File: src/rtl/sprite_compositor_if.sv
// Pixel-stream bus of the sprite compositor: draw coordinate, sprite descriptors,
// composited pixel and per-frame collision report.
interface sprite_compositor_if #(
    parameter int N_SPR = 4
);
    // Handshake: pix_valid_in qualifies draw_x/draw_y in the same cycle and
    // pix_valid_out qualifies r/g/b. There is no ready signal, because the
    // compositor accepts one pixel every cycle and never stalls.
    logic                  pix_valid_in;
    logic [10:0]           draw_x;
    logic [9:0]            draw_y;
    logic                  frame_start;
    logic [N_SPR-1:0]      spr_en;
    logic [11*N_SPR-1:0]   spr_x;
    logic [10*N_SPR-1:0]   spr_y;
    logic [6*N_SPR-1:0]    spr_size;
    logic [12*N_SPR-1:0]   spr_rgb;
    logic                  pix_valid_out;
    logic [3:0]            r;
    logic [3:0]            g;
    logic [3:0]            b;
    logic [N_SPR-1:0]      coll_status;
    logic                  coll_valid;

    modport master (
        output pix_valid_in, draw_x, draw_y, frame_start,
        output spr_en, spr_x, spr_y, spr_size, spr_rgb,
        input  pix_valid_out, r, g, b, coll_status, coll_valid
    );

    modport slave (
        input  pix_valid_in, draw_x, draw_y, frame_start,
        input  spr_en, spr_x, spr_y, spr_size, spr_rgb,
        output pix_valid_out, r, g, b, coll_status, coll_valid
    );
endinterface

File: src/rtl/sprite_compositor.sv
// Two-stage pixel compositor: fixed-priority square sprites over a bordered
// playfield, plus a per-frame sprite-overlap report.
module sprite_compositor #(
    parameter int          N_SPR      = 4,
    parameter int          SCREEN_W   = 1440,
    parameter int          SCREEN_H   = 900,
    parameter int          BORDER     = 11,
    parameter logic [11:0] BORDER_RGB = 12'h0F0,
    parameter logic [11:0] BG_RGB     = 12'h00B
) (
    input  logic clk,
    input  logic rst,
    sprite_compositor_if.slave bus
);
    localparam logic [10:0]      X_LO = 11'(BORDER);
    localparam logic [10:0]      X_HI = 11'(SCREEN_W - BORDER);
    localparam logic [9:0]       Y_LO = 10'(BORDER);
    localparam logic [9:0]       Y_HI = 10'(SCREEN_H - BORDER);
    localparam logic [N_SPR-1:0] ONE  = N_SPR'(1);

    logic [N_SPR-1:0]    hit_c;
    logic                border_c;
    logic                s1_valid;
    logic [N_SPR-1:0]    s1_hit;
    logic                s1_border;
    logic [12*N_SPR-1:0] s1_rgb;
    logic [11:0]         pix_c;
    logic [11:0]         pix_q;
    logic                valid_q;
    logic                multi_hit;
    logic [N_SPR-1:0]    contrib;
    logic [N_SPR-1:0]    acc;
    logic [N_SPR-1:0]    coll_status_q;
    logic                coll_valid_q;

    // End coordinates carry one extra bit so a sprite near the far edge cannot wrap to 0.
    for (genvar i = 0; i < N_SPR; i++) begin : g_hit
        logic [10:0] sx;
        logic [9:0]  sy;
        logic [5:0]  sz;
        logic [11:0] x_end;
        logic [10:0] y_end;
        assign sx    = bus.spr_x[11*i +: 11];
        assign sy    = bus.spr_y[10*i +: 10];
        assign sz    = bus.spr_size[6*i +: 6];
        assign x_end = {1'b0, sx} + {6'b0, sz};
        assign y_end = {1'b0, sy} + {5'b0, sz};
        assign hit_c[i] = bus.spr_en[i] & (sz != 6'd0)
                        & (bus.draw_x >= sx) & ({1'b0, bus.draw_x} < x_end)
                        & (bus.draw_y >= sy) & ({1'b0, bus.draw_y} < y_end);
    end

    assign border_c = (bus.draw_x < X_LO) | (bus.draw_x >= X_HI)
                    | (bus.draw_y < Y_LO) | (bus.draw_y >= Y_HI);

    always_ff @(posedge clk) begin
        if (rst) begin
            s1_valid  <= 1'b0;
            s1_hit    <= '0;
            s1_border <= 1'b0;
            s1_rgb    <= '0;
        end else begin
            s1_valid  <= bus.pix_valid_in;
            s1_hit    <= hit_c;
            s1_border <= border_c;
            s1_rgb    <= bus.spr_rgb;
        end
    end

    // Walk from lowest priority upward so channel 0 wins; sprites cover the border.
    always_comb begin
        pix_c = s1_border ? BORDER_RGB : BG_RGB;
        for (int i = N_SPR - 1; i >= 0; i--) begin
            if (s1_hit[i]) pix_c = s1_rgb[12*i +: 12];
        end
    end

    always_ff @(posedge clk) begin
        if (rst) begin
            valid_q <= 1'b0;
            pix_q   <= '0;
        end else begin
            valid_q <= s1_valid;
            pix_q   <= s1_valid ? pix_c : 12'h000;
        end
    end

    // Two or more bits set exactly when clearing the lowest set bit leaves something.
    assign multi_hit = |(s1_hit & (s1_hit - ONE));
    assign contrib   = (s1_valid && multi_hit) ? s1_hit : '0;

    always_ff @(posedge clk) begin
        if (rst) begin
            acc           <= '0;
            coll_status_q <= '0;
            coll_valid_q  <= 1'b0;
        end else begin
            coll_valid_q <= bus.frame_start;
            if (bus.frame_start) begin
                coll_status_q <= acc;
                acc           <= contrib;
            end else begin
                acc <= acc | contrib;
            end
        end
    end

    assign bus.pix_valid_out = valid_q;
    assign bus.r             = pix_q[11:8];
    assign bus.g             = pix_q[7:4];
    assign bus.b             = pix_q[3:0];
    assign bus.coll_status   = coll_status_q;
    assign bus.coll_valid    = coll_valid_q;
endmodule
File: src/flat_wrapper.sv
// flat-port wrapper written by rule: the top's interface ports become plain ports
module sprite_compositor_flat 
#(
    parameter int          N_SPR      = 4,
    parameter int          SCREEN_W   = 1440,
    parameter int          SCREEN_H   = 900,
    parameter int          BORDER     = 11,
    parameter logic [11:0] BORDER_RGB = 12'h0F0,
    parameter logic [11:0] BG_RGB     = 12'h00B
)
  (clk, rst, bus_pix_valid_in, bus_draw_x, bus_draw_y, bus_frame_start, bus_spr_en, bus_spr_x, bus_spr_y, bus_spr_size, bus_spr_rgb, bus_pix_valid_out, bus_r, bus_g, bus_b, bus_coll_status, bus_coll_valid);
  sprite_compositor_if #(.N_SPR(N_SPR)) bus_i ();
  input  logic clk;
  input  logic rst;
  input wire logic [$bits(bus_i.pix_valid_in)-1:0] bus_pix_valid_in;
  input wire logic [$bits(bus_i.draw_x)-1:0] bus_draw_x;
  input wire logic [$bits(bus_i.draw_y)-1:0] bus_draw_y;
  input wire logic [$bits(bus_i.frame_start)-1:0] bus_frame_start;
  input wire logic [$bits(bus_i.spr_en)-1:0] bus_spr_en;
  input wire logic [$bits(bus_i.spr_x)-1:0] bus_spr_x;
  input wire logic [$bits(bus_i.spr_y)-1:0] bus_spr_y;
  input wire logic [$bits(bus_i.spr_size)-1:0] bus_spr_size;
  input wire logic [$bits(bus_i.spr_rgb)-1:0] bus_spr_rgb;
  output wire logic [$bits(bus_i.pix_valid_out)-1:0] bus_pix_valid_out;
  output wire logic [$bits(bus_i.r)-1:0] bus_r;
  output wire logic [$bits(bus_i.g)-1:0] bus_g;
  output wire logic [$bits(bus_i.b)-1:0] bus_b;
  output wire logic [$bits(bus_i.coll_status)-1:0] bus_coll_status;
  output wire logic [$bits(bus_i.coll_valid)-1:0] bus_coll_valid;
  assign bus_i.pix_valid_in = bus_pix_valid_in;
  assign bus_i.draw_x = bus_draw_x;
  assign bus_i.draw_y = bus_draw_y;
  assign bus_i.frame_start = bus_frame_start;
  assign bus_i.spr_en = bus_spr_en;
  assign bus_i.spr_x = bus_spr_x;
  assign bus_i.spr_y = bus_spr_y;
  assign bus_i.spr_size = bus_spr_size;
  assign bus_i.spr_rgb = bus_spr_rgb;
  assign bus_pix_valid_out = bus_i.pix_valid_out;
  assign bus_r = bus_i.r;
  assign bus_g = bus_i.g;
  assign bus_b = bus_i.b;
  assign bus_coll_status = bus_i.coll_status;
  assign bus_coll_valid = bus_i.coll_valid;
  sprite_compositor #(.N_SPR(N_SPR), .SCREEN_W(SCREEN_W), .SCREEN_H(SCREEN_H), .BORDER(BORDER), .BORDER_RGB(BORDER_RGB), .BG_RGB(BG_RGB)) u_core (.clk(clk), .rst(rst), .bus(bus_i));
endmodule
File: config.mk
export PLATFORM = sky130hd
export DESIGN_NAME = sprite_compositor_flat
export DESIGN_NICKNAME = d
export VERILOG_FILES = /design/src/rtl/sprite_compositor_if.sv /design/src/rtl/sprite_compositor.sv /design/src/flat_wrapper.sv
export SDC_FILE = /design/constraint.sdc
export NUM_CORES = 1
export LEC_CHECK = 0
export BUFFER_PORTS_ARGS = -buffer_cell sky130_fd_sc_hd__buf_2
export CAP_MARGIN = 20
export CORE_MARGIN = 3
export CORE_UTILIZATION = 29
export DETAILED_ROUTE_END_ITERATION = 8
export GPL_ROUTABILITY_DRIVEN = 0
export SLEW_MARGIN = 20
export SYNTH_ARGS = -nofsm -noshare
export SYNTH_HDL_FRONTEND = slang
export SYNTH_SLANG_ARGS = --single-unit
File: constraint.sdc
create_clock -name clk -period 2.5 [get_ports clk]
set_input_delay 0.125 -clock clk [delete_from_list [all_inputs] [get_ports clk]]
set_output_delay 0.125 -clock clk [all_outputs]
set_load 0.1 [all_outputs]
# Word level (Yosys, flattened, before mapping)
# Cells that the tools add are included.
[word_totals] inputBits=185 ff_bits=76 output_inout_bits=18
[op_classes] add_sub_neg=9 n_reduce_logical=7 order_cmp=20 muxes=7 bitwise=26
[ops] op="adder 11 x 6 -> 12 bit" count=4
[ops] op="less-than comparator 11 x 12 -> 1 bit" count=4
[ops] op="two-way mux 12 bit" count=4
[ops] op="adder 10 x 6 -> 11 bit" count=4
[ops] op="greater-or-equal comparator 11 bit" count=4
[ops] op="less-than comparator 10 x 11 -> 1 bit" count=4
[ops] op="greater-or-equal comparator 10 bit" count=4
[ops] op="nonzero test 6 bit" count=4
[ops] op="bitwise AND 1 bit" count=20
[ops] op="greater-or-equal comparator 11 bit (second input constant)" count=1
[ops] op="less-than comparator 11 x 4 -> 1 bit (second input constant)" count=1
[ops] op="greater-or-equal comparator 10 bit (second input constant)" count=1
[ops] op="less-than comparator 10 x 4 -> 1 bit (second input constant)" count=1
[ops] op="two-way mux 4 bit" count=2
[ops] op="two-way mux 8 bit" count=1
[ops] op="bitwise AND 4 bit" count=1
[ops] op="bitwise OR 4 bit" count=1
[ops] op="OR reduction 4 bit" count=1
[ops] op="subtractor 4 x 1 -> 4 bit (second input constant)" count=1
[ops] op="bitwise OR 1 bit" count=3
[ops] op="OR reduction 2 bit" count=1
[ops] op="logical AND 1 bit" count=1
[ops] op="NOT 1 bit" count=1

# Longest topological paths before layout
# Gate-level depths: netlist of the first run.
[logic_depth] word_depth=7 mapped_depth=15

# Worst setup path before layout of the first run
# No wires, ideal clock.
[synth_timing] path_kind="input port to flip-flop" start="input bus_spr_size[6]" end="register u_core.s1_hit[1]" t_arrival_ns=2.583 n_path_buf=0 stages=15 setup_slack_ns=-0.171 setup_time_ns=0.088 path_cell_list="ha_1 fa_1 a21o_1 a21oi_1 nor2b_1 o21a_1 nor2_1 xnor2_1 ha_1 a21o_1 a21oi_1 o211ai_1 nand4_1 a2bb2oi_1 nor4_2"
[synth_between] elab_chain_len=6
[synth_lines] item="start: declaration" line="flat_wrapper.sv:22" rtl="input wire logic [$bits(bus_i.spr_size)-1:0] bus_spr_size;"
[synth_lines] item="branches (longest 5 deep; another with adder 11 x 6 -> 12 bit)"
[synth_lines] item="bitwise AND 1 bit (*)" line="sprite_compositor.sv:50" rtl="& (bus.draw_y >= sy) & ({1'b0, bus.draw_y} < y_end);"
[synth_lines] item="end signal: assignment" line="sprite_compositor.sv:64" rtl="s1_hit <= hit_c;"
[synth_lines] item="end: declaration" line="sprite_compositor.sv:24" rtl="logic [N_SPR-1:0] s1_hit;"
# Mark *: on every way between the ends.
# A chain may end at the register's enable or synchronous reset.

# Worst setup path after layout of the first run
[layout_timing] start="input bus_spr_size[18]" end="register u_core.s1_hit[3]"
# The elaborated chain is that of the path after synthesis.

==> impl_metrics.yaml, run 1 <==
routing:
  drtIter0Drc: 266
  wl_per_cell_um: 16.1
  firstDrtPassIters: 5
  route.detailed.drc: 0
  viasPerCell: 4.89
  num_vias: 8484
  ant_nets: 0
  drt_wl_total_mm: 27.9
die:
  die_w_um: 178
  die_y_um: 178
  rows: 62
  dieArea_sq_mm: 0.0315
  coreArea_sq_mm: 0.0289
  ios: 203
  initial_utilization_pct: 29.6
clock_network:
  htreeDepth: 3
  cts_root_buffer: "clkbuf_16"
  clkSinkCount: 76
  cts_max_path_buffers: 2
  clk_pin_slew_ns: 0.07
  cts_tree: "done"
  numCtsBuffers: 9
  insertion_delay_ns: 0.34
critical_path:
  rr_endpoint: "u_core.pix_q[0]"
  r2r_slack_ns: 0.71
  startpoint_type: "input pin"
  crit_required_ns: 2.76
  crit_start: "bus_spr_size[18]"
  critPathCapture: "u_core.s1_hit[3]"
  ff2ff_path_depth: 4
  crit_type: "in2reg"
  r2r_start: "u_core.s1_hit[1]"
  crit_path_end_kind: "register"
  crit_arrival_ns: 2.77
  cp_max_fo: 3
synthesis:
  synth_nets: 1399
  ys_types: 56
  synth_edf_count: 0
  synth.avg_cell_area_sq_um: 8.56
  synth_ff_type: "dfxtp_1"
  yosysWarnings: 0
  synth_top_cell_area_share_pct: 30.5
  synthesis.area_sq_mm: 0.00854
  yosys-top-cells-area: "ha_1, dfxtp_1, nor2b_1"
  synth_cells: 998
  synth_area_leader_cell: "ha_1"
  synth_seq_cells: 76
  yosysSeqAreaShare_pct: 17.8
  async_reset_ff_share_pct: 0
grt:
  gr-total-overflow: 0
  track_usage_pct: 17.1
  antenna_found_initial: 13
  grt_pass1_wl_mm: 42.5
  grt_pass1_vias: 8412
  grt_max_degree: 57
placed_design:
  placed_area_sq_mm: 0.0109
  place_hpwl_mm: 23.0
  portBuffers: 202
power:
  power.leakage_nw: 5.88
  finalPower_w: 0.00486
  seqPwrFrac_pct: 26.3
  clkPwrFrac_pct: 31.2
  combPwrFrac_pct: 42.5
  intPower_w: 0.00327
  power.density_mw_per_mm2: 409
  swShare_pct: 32.7
  ir_worst_vdd_uv: 243
  p_sw_w: 0.00159
sta:
  max_slew_margin_pct: 55.5
  fin_skew_ns: 0.0121
  setup_viol: 1
  max_freq_mhz: 397
  finalCritPeriodShare_pct: 101
  rsz0062_at_grt: "yes"
  setup-tns-final_ns: -0.0165
  hold_ws_ns: 0.00793
  hold_viol_final: 0
  tightestPinTransition_ns: 0.667
  layout_setup_ws_ns: -0.0165
  min_period_ns: 2.52
  timing.final.max_slew_violations: 0
cells_and_area:
  drive_gt1_share_pct: 31.0
  fillerInstances: 2936
  final_cell_mix: "ha_1, buf_2, buf_4"
  nNetsFinal: 1743
  layout_commonest_cell: "ha_1"
  fin_area_sq_mm: 0.0119
  syn2layout_area_growth_pct: 39.1
  utilization_pct: 41.2
hold_path:
  hold_class: "in2reg"
job:
  cap_viol_max_count: 0
status:
  violations: "setup timing"
  outcome: "finished with violations"
==> flip-flops by register name, indices dropped and copies added, names as in the netlist <==
register / cells
u_core.s1_hit: 4
u_core.bus.coll_status: 4
u_core.s1_valid: 1
u_core.s1_rgb: 48
u_core.pix_q: 12
u_core.s1_border: 1
u_core.bus.pix_valid_out: 1
u_core.bus.coll_valid: 1
u_core.acc: 4
==> worst min path at each step <==
| stage | from | to | slack, ns | depth (start not counted) |
|---|---|---|---|---|
| 2_1_floorplan | bus_spr_rgb[0] | u_core.s1_rgb[0] | 0.25 | 1 |
| 3_3_place_gp | bus_spr_rgb[1] | u_core.s1_rgb[1] | 0.33 | 2 |
| 3_5_place_dp | bus_spr_rgb[40] | u_core.s1_rgb[40] | 0.34 | 2 |
| 4_1_cts | bus_spr_rgb[42] | u_core.s1_rgb[42] | 0.001 | 2 |
| 5_1_grt | bus_spr_rgb[2] | u_core.s1_rgb[2] | 0.01 | 2 |
| 6_report | bus_spr_rgb[47] | u_core.s1_rgb[47] | 0.008 | 2 |
==> cell families after synthesis <==
logic type,Yosys count,synth area share (%)
compound gates,274,21.5
xor+xnor,62,6.36
fa+ha+maj,216,32.4
buf+inv,109,4.79
flops,76,17.8
mux,4,0.469
simple gates,257,16.7
==> per-layer routing <==
metal / track usage, % / wire, um / vias to the layer above
met3: 4.11 / 1880 / 51
met5: 0 / 117 / -
met2: 31.1 / 13600 / 216
met4: 4.68 / 650 / 18
met1: 20.0 / 11600 / 3838
li1: - / - / 4361
==> cell type report <==
class | instances | area, sq um | area share (%)
multi-input cells | 813 | 6970 | 58.7
repair buffers | 346 | 2190 | 18.5
flip-flops and latches | 76 | 1520 | 12.8
well taps | 384 | 480 | 4.05
inverters | 96 | 360 | 3.03
clock buffers | 9 | 225 | 1.90
clock inverters | 7 | 124 | 1.04
diodes | 3 | 7.51 | 0.0632
==> power by group through the flow <==
stage	combinational, W	clock [W]	sequential [W]
2_1_floorplan	0.00113	0	0.00134
3_3_place_gp	0.00186	0	0.00130
3_5_place_dp	0.00191	0	0.00131
4_1_cts	0.00198	0.00154	0.00128
5_1_grt	0.00234	0.00160	0.00128
6_report	0.00207	0.00152	0.00128
==> critical path, cell delays in order <==
cell and delay, ns:
buf_8 0.08, buf_6 0.10, ha_4 0.12, inv_2 0.04, fa_2 0.39, nor2b_2 0.14
o31a_1 0.17, o21a_1 0.18, o21ai_2 0.09, or2_1 0.24, xnor2_1 0.17, ha_1 0.26
a21o_1 0.19, a21oi_2 0.17, a2bb2oi_2 0.08, nor4_2 0.23
==> cells in the mapped netlist (all sizes together) (7+ instances only) <==
cell and count:
a2111oi 8, nand2 32, nor2 36, a21o 45, or4 7, nand3 18, o21a 20, dfxtp 76
o211ai 19, o21ai 40, nor3 29, a211oi 12, o22ai 8, nor2b 66, fa 8, nand2b 29
ha 208, inv 96, a221oi 8, a21oi 71, clkbuf 12, nor4 8, xnor2 41, a31oi 7
nand4 9, xor2 21
==> through the flow <==
stage | std cells | setup WS, ns
6_report | 1734 | -0.0165
5_1_grt | 1734 | -0.197
3_3_place_gp | 1687 | -0.460
3_5_place_dp | 1687 | -0.471
4_1_cts | 1722 | -0.00886
2_1_floorplan | 998 | -0.00639
==> timing repair <==
item	in CTS	in global routing
hold buffers	16	0
setup endpoints to repair	4	4
resized for setup	19	52
pin swaps	36	55
endpoints found under the hold margin	16	0
setup buffers	3	9
Note: power is estimated with default switching activity, not from simulation.
==> run 2, diff against run 1 <==
- SETUP_SLACK_MARGIN: default -> 0.5
==> impl_metrics.yaml, run 2 (synthesis gave the netlist of run 1 again) <==
status:
  outcome: "finished with violations"
  violations: "setup timing"
sta:
  timing.final.max_slew_violations: 0
  finalCritPeriodShare_pct: 101
  min_period_ns: 2.51
  setup_viol: 2
  fin_skew_ns: 0.0104
  layout_setup_ws_ns: -0.0138
  tightestPinTransition_ns: 0.709
  max_freq_mhz: 398
  max_slew_margin_pct: 52.7
  rsz0062_at_grt: "yes"
  hold_viol_final: 0
  hold_ws_ns: 0.0124
hold_path:
  hold_class: "in2reg"
cells_and_area:
  top_regs: "u_core.s1_rgb: 48 flops, u_core.pix_q: 12 flops"
  nNetsFinal: 1753
  syn2layout_area_growth_pct: 41.8
  largest_register_ffs: 48
  drive_gt1_share_pct: 32.6
  largest_register: "u_core.s1_rgb"
  layout_commonest_cell: "ha_1"
  final_cell_mix: "ha_1, buf_2, buf_4"
  fillerInstances: 2885
  stdcell_count: 1742
clock_network:
  numCtsBuffers: 9
  clk_pin_slew_ns: 0.06
  cts_tree: "done"
  cts_max_path_buffers: 2
  clkSinkCount: 76
  insertion_delay_ns: 0.33
  htreeDepth: 3
  cts_root_buffer: "clkbuf_16"
die:
  dieArea_sq_mm: 0.0315
  coreArea_sq_mm: 0.0289
  die_y_um: 178
  die_w_um: 178
  rows: 62
  ios: 203
  initial_utilization_pct: 29.6
grt:
  grt_max_degree: 45
  gr-total-overflow: 0
  grt_pass1_wl_mm: 43.7
  antenna_found_initial: 9
  grt_pass1_vias: 8597
  use_met1_pct: 20.8
  grt-busiest-layer: "met2"
  track_usage_pct: 17.6
  met2_usage_pct: 31.8
  met3_usage_pct: 4.11
job:
  cap_viol_max_count: 0
power:
  power.density_mw_per_mm2: 391
  ir_worst_vdd_uv: 251
  power.leakage_nw: 5.95
  finalPower_w: 0.00473
routing:
  firstDrtPassIters: 5
  wl_per_cell_um: 16.4
  route.detailed.drc: 0
  drt_wl_total_mm: 28.6
  ant_nets: 0
  num_vias: 8544
  viasPerCell: 4.90
  drtIter0Drc: 407
critical_path:
  crit_required_ns: 2.69
  crit_arrival_ns: 2.71
  startpoint_type: "input pin"
  crit_path_end_kind: "register"
  crit_type: "in2reg"
  cp_max_fo: 3
placed_design:
  portBuffers: 202
  place_hpwl_mm: 23.6
  dpl.cell_count: 1703
==> run 2: cell types whose count changed in the layout (fill, tap and decap cells not counted), moves of 3 or more <==
cell           change
ha_4               +7
a21oi_1            +3
dlygate4sd3_1      -5
buf_4             +18
ha_1               -7
buf_2              -8
buf_6              +3
a21oi_2            -3
==> run 2: cell type report <==
type                    instances  area, sq um  area share [%]
flip-flops and latches         76         1520            12.6
inverters                      96          360            2.98
repair buffers                356         2330            19.2
clock inverters                 4         47.5           0.393
multi-input cells             813         7110            58.7
diodes                          1         2.50          0.0207
well taps                     384          480            3.97
clock buffers                  12          256            2.12
==> run 2: worst paths after layout <==
kind | start | endpoint | slack, ns | depth (start not counted)
min | bus_spr_rgb[28] | u_core.s1_rgb[28] | 0.01 | 2
min reg2reg | u_core.acc[1] | u_core.acc[1] | 0.48 | 2
max reg2reg | u_core.s1_hit[2] | u_core.pix_q[3] | 0.68 | 4
max | bus_spr_size[2] | u_core.s1_hit[0] | -0.01 | 14
==> run 2: layer usage <==
metal,vias to the layer above,part of all wire (%)
li1,4365,-
met1,3867,42
met2,237,49
met3,59,6.8
met4,16,2.3
met5,-,0.37
==> run 2: stage by stage <==
| stage | utilization [%] | setup TNS [ns] | instance area, sq um | setup slack [ns] |
|---|---|---|---|---|
| after global placement | 38.4 | -1.63 | 11100 | -0.536 |
| after detailed placement | 38.4 | -1.75 | 11100 | -0.546 |
| after global routing | 42.0 | -0.401 | 12100 | -0.148 |
| after CTS | 41.2 | -0.0503 | 11900 | -0.0328 |
| final | 42.0 | -0.0220 | 12100 | -0.0138 |
| after floorplan | - | -0.00639 | 8630 | -0.00639 |
==> run 2: power breakdown <==
part,total [W],internal [W],leakage [nW],switching [W]
clock,0.00131,0.000824,0.149,0.000488
combinational,0.00214,0.00107,5.18,0.00107
sequential,0.00128,0.00126,0.627,0.0000176
==> run 2: timing repair <==
action                     4_1_cts  5_1_grt
pin swaps                       79       48
hold endpoints to repair        11        0
buffers inserted                10        1
setup endpoints to repair        4        4
hold buffers                    11        0
resized for setup               56       49
==> run 2: worst max-delay path, cell delays in order <==
cell	delay, ns
buf_4	0.14
ha_4	0.27
o21ai_1	0.06
nor2_2	0.13
nor4_2	0.06
or4_4	0.55
xnor2_2	0.17
ha_1	0.30
and3_4	0.19
nand3_2	0.06
o211ai_1	0.21
nand4_1	0.17
a2bb2oi_4	0.22
a2111oi_4	0.05
==> run 3, diff against run 2 <==
- CELL_PAD_IN_SITES_DETAIL_PLACEMENT: default -> 0
- CELL_PAD_IN_SITES_GLOBAL_PLACEMENT: default -> 2
- CTS_BUF_LIST: default -> sky130_fd_sc_hd__clkbuf_16
- PLACE_DENSITY_LB_ADDON: default -> 0.1
==> impl_metrics.yaml, run 3 (synthesis gave the netlist of run 1 again) <==
routing:
  firstDrtPassIters: 4
  wl_per_cell_um: 17.0
  num_vias: 8339
  ant_nets: 0
  route.detailed.drc: 0
  drtIter0Drc: 308
  drt_wl_total_mm: 29.7
  viasPerCell: 4.77
die:
  die_y_um: 178
  ios: 203
  rows: 62
  coreArea_sq_mm: 0.0289
  initial_utilization_pct: 29.6
  dieArea_sq_mm: 0.0315
  die_w_um: 178
power:
  finalPower_w: 0.00469
  swShare_pct: 35.7
  combPwrFrac_pct: 44.9
  power.density_mw_per_mm2: 393
  clkPwrFrac_pct: 27.9
  p_sw_w: 0.00167
  seqPwrFrac_pct: 27.2
  ir_worst_vdd_uv: 321
  power.leakage_nw: 5.95
  intPower_w: 0.00302
hold_path:
  hold_class: "in2reg"
  min_path_cells: 2
placed_design:
  dpl.cell_count: 1704
  portBuffers: 202
  place_hpwl_mm: 24.8
  placed_area_sq_mm: 0.0111
sta:
  fin_skew_ns: 0.0155
  max_slew_margin_pct: 55.5
  timing.final.max_slew_violations: 0
  rsz0062_at_grt: "yes"
  finalCritPeriodShare_pct: 98.8
  setup-tns-final_ns: 0
  setup_viol: 0
  hold_viol_final: 0
  hold_ws_ns: 0.00522
  max_freq_mhz: 405
  tightestPinTransition_ns: 0.666
  min_period_ns: 2.47
grt:
  grt_pass1_wl_mm: 45.7
  grt_max_degree: 43
  track_usage_pct: 18.7
  gr-total-overflow: 0
  grt_pass1_vias: 8463
  antenna_found_initial: 1
critical_path:
  crit_type: "in2reg"
  crit_path_end_kind: "register"
  startpoint_type: "input pin"
  cp_max_fo: 2
  crit_arrival_ns: 2.73
  ff2ff_path_depth: 4
  crit_required_ns: 2.76
clock_network:
  clk_pin_slew_ns: 0.08
  cts_root_buffer: "clkbuf_16"
  htreeDepth: 3
  clkSinkCount: 76
  numCtsBuffers: 9
  cts_max_path_buffers: 2
  cts_tree: "done"
  insertion_delay_ns: 0.34
cells_and_area:
  fillerInstances: 3055
  largest_register: "u_core.s1_rgb"
  largest_register_ffs: 48
  multi_input_area_sq_mm: 0.00690
  syn2layout_area_growth_pct: 39.7
  drive_gt1_share_pct: 31.1
  final_cell_mix: "ha_1, buf_2, buf_4"
  nNetsFinal: 1761
  layout_commonest_cell: "ha_1"
  seq_area_sq_mm: 0.00152
  stdcell_count: 1750
  fin_area_sq_mm: 0.0119
  top_regs: "u_core.s1_rgb: 48 flops, u_core.pix_q: 12 flops"
job:
  cap_viol_max_count: 0
status:
  outcome: "finished clean"
-- run 3: cell count changes in the layout (fill, tap and decap cells not counted), sizes merged --
cell / before / now
dlygate4sd3: 11 / 16
inv: 96 / 100
buf: 345 / 348
clkbuf: 12 / 9
bufinv: 1 / 0
clkinv: 2 / 3
clkinvlp: 1 / 0
-- run 3: stage by stage --
step	setup slack [ns]	util [%]
6_report	0.0288	41.3
3_3_place_gp	-0.422	38.3
2_1_floorplan	-0.00639	-
4_1_cts	0.00758	40.8
3_5_place_dp	-0.522	38.3
5_1_grt	-0.133	41.3
-- run 3: final timing paths --
path	startpoint	to	slack (ns)
min	bus_spr_rgb[3]	u_core.s1_rgb[3]	0.005
max reg2reg	u_core.s1_hit[1]	u_core.pix_q[1]	0.78
min reg2reg	u_core.acc[3]	u_core.acc[3]	0.48
max	bus_spr_size[6]	u_core.s1_hit[1]	0.03
-- run 3: critical path: stages --
cell	delay, ns
buf_6	0.08
buf_4	0.12
ha_1	0.16
inv_1	0.05
fa_1	0.38
nor2b_1	0.17
o31a_1	0.16
o21a_1	0.14
o21ai_1	0.07
or2_1	0.22
xnor2_1	0.16
ha_1	0.27
a21o_1	0.19
a21oi_2	0.16
a2bb2oi_2	0.10
nor4_4	0.14
-- run 3: power by group through the flow --
stage / Clock [W] / Sequential [W] / Combinational [W]
floorplan: 0 / 0.00134 / 0.00113
global placement: 0 / 0.00130 / 0.00197
detailed placement: 0 / 0.00130 / 0.00197
CTS: 0.00135 / 0.00128 / 0.00207
global route: 0.00140 / 0.00128 / 0.00238
finish: 0.00131 / 0.00128 / 0.00211
-- run 3: final cells by class --
type / instances / share of cell area [%]
sequential: 76 / 12.8
clock inverter: 7 / 0.682
inverter: 96 / 3.02
clock buffer: 9 / 1.89
timing repair buffer: 364 / 19.8
antenna: 1 / 0.0210
tap: 384 / 4.03
multi-input combinational: 813 / 57.8
-- run 3: what timing repair did --
action                     in CTS  in global routing
hold endpoints to repair       15                  1
hold buffers                   15                  1
setup endpoints to repair       4                  4
pin swaps                      61                 37
setup buffers                   9                  4
resized for setup              39                 29
-- run 3: per-layer routing --
metal / wire length, um / track usage [%]
met3: 1210 / 2.76
met2: 14100 / 32.2
met1: 14000 / 25.1
met4: 369 / 2.88
met5: 12 / 0
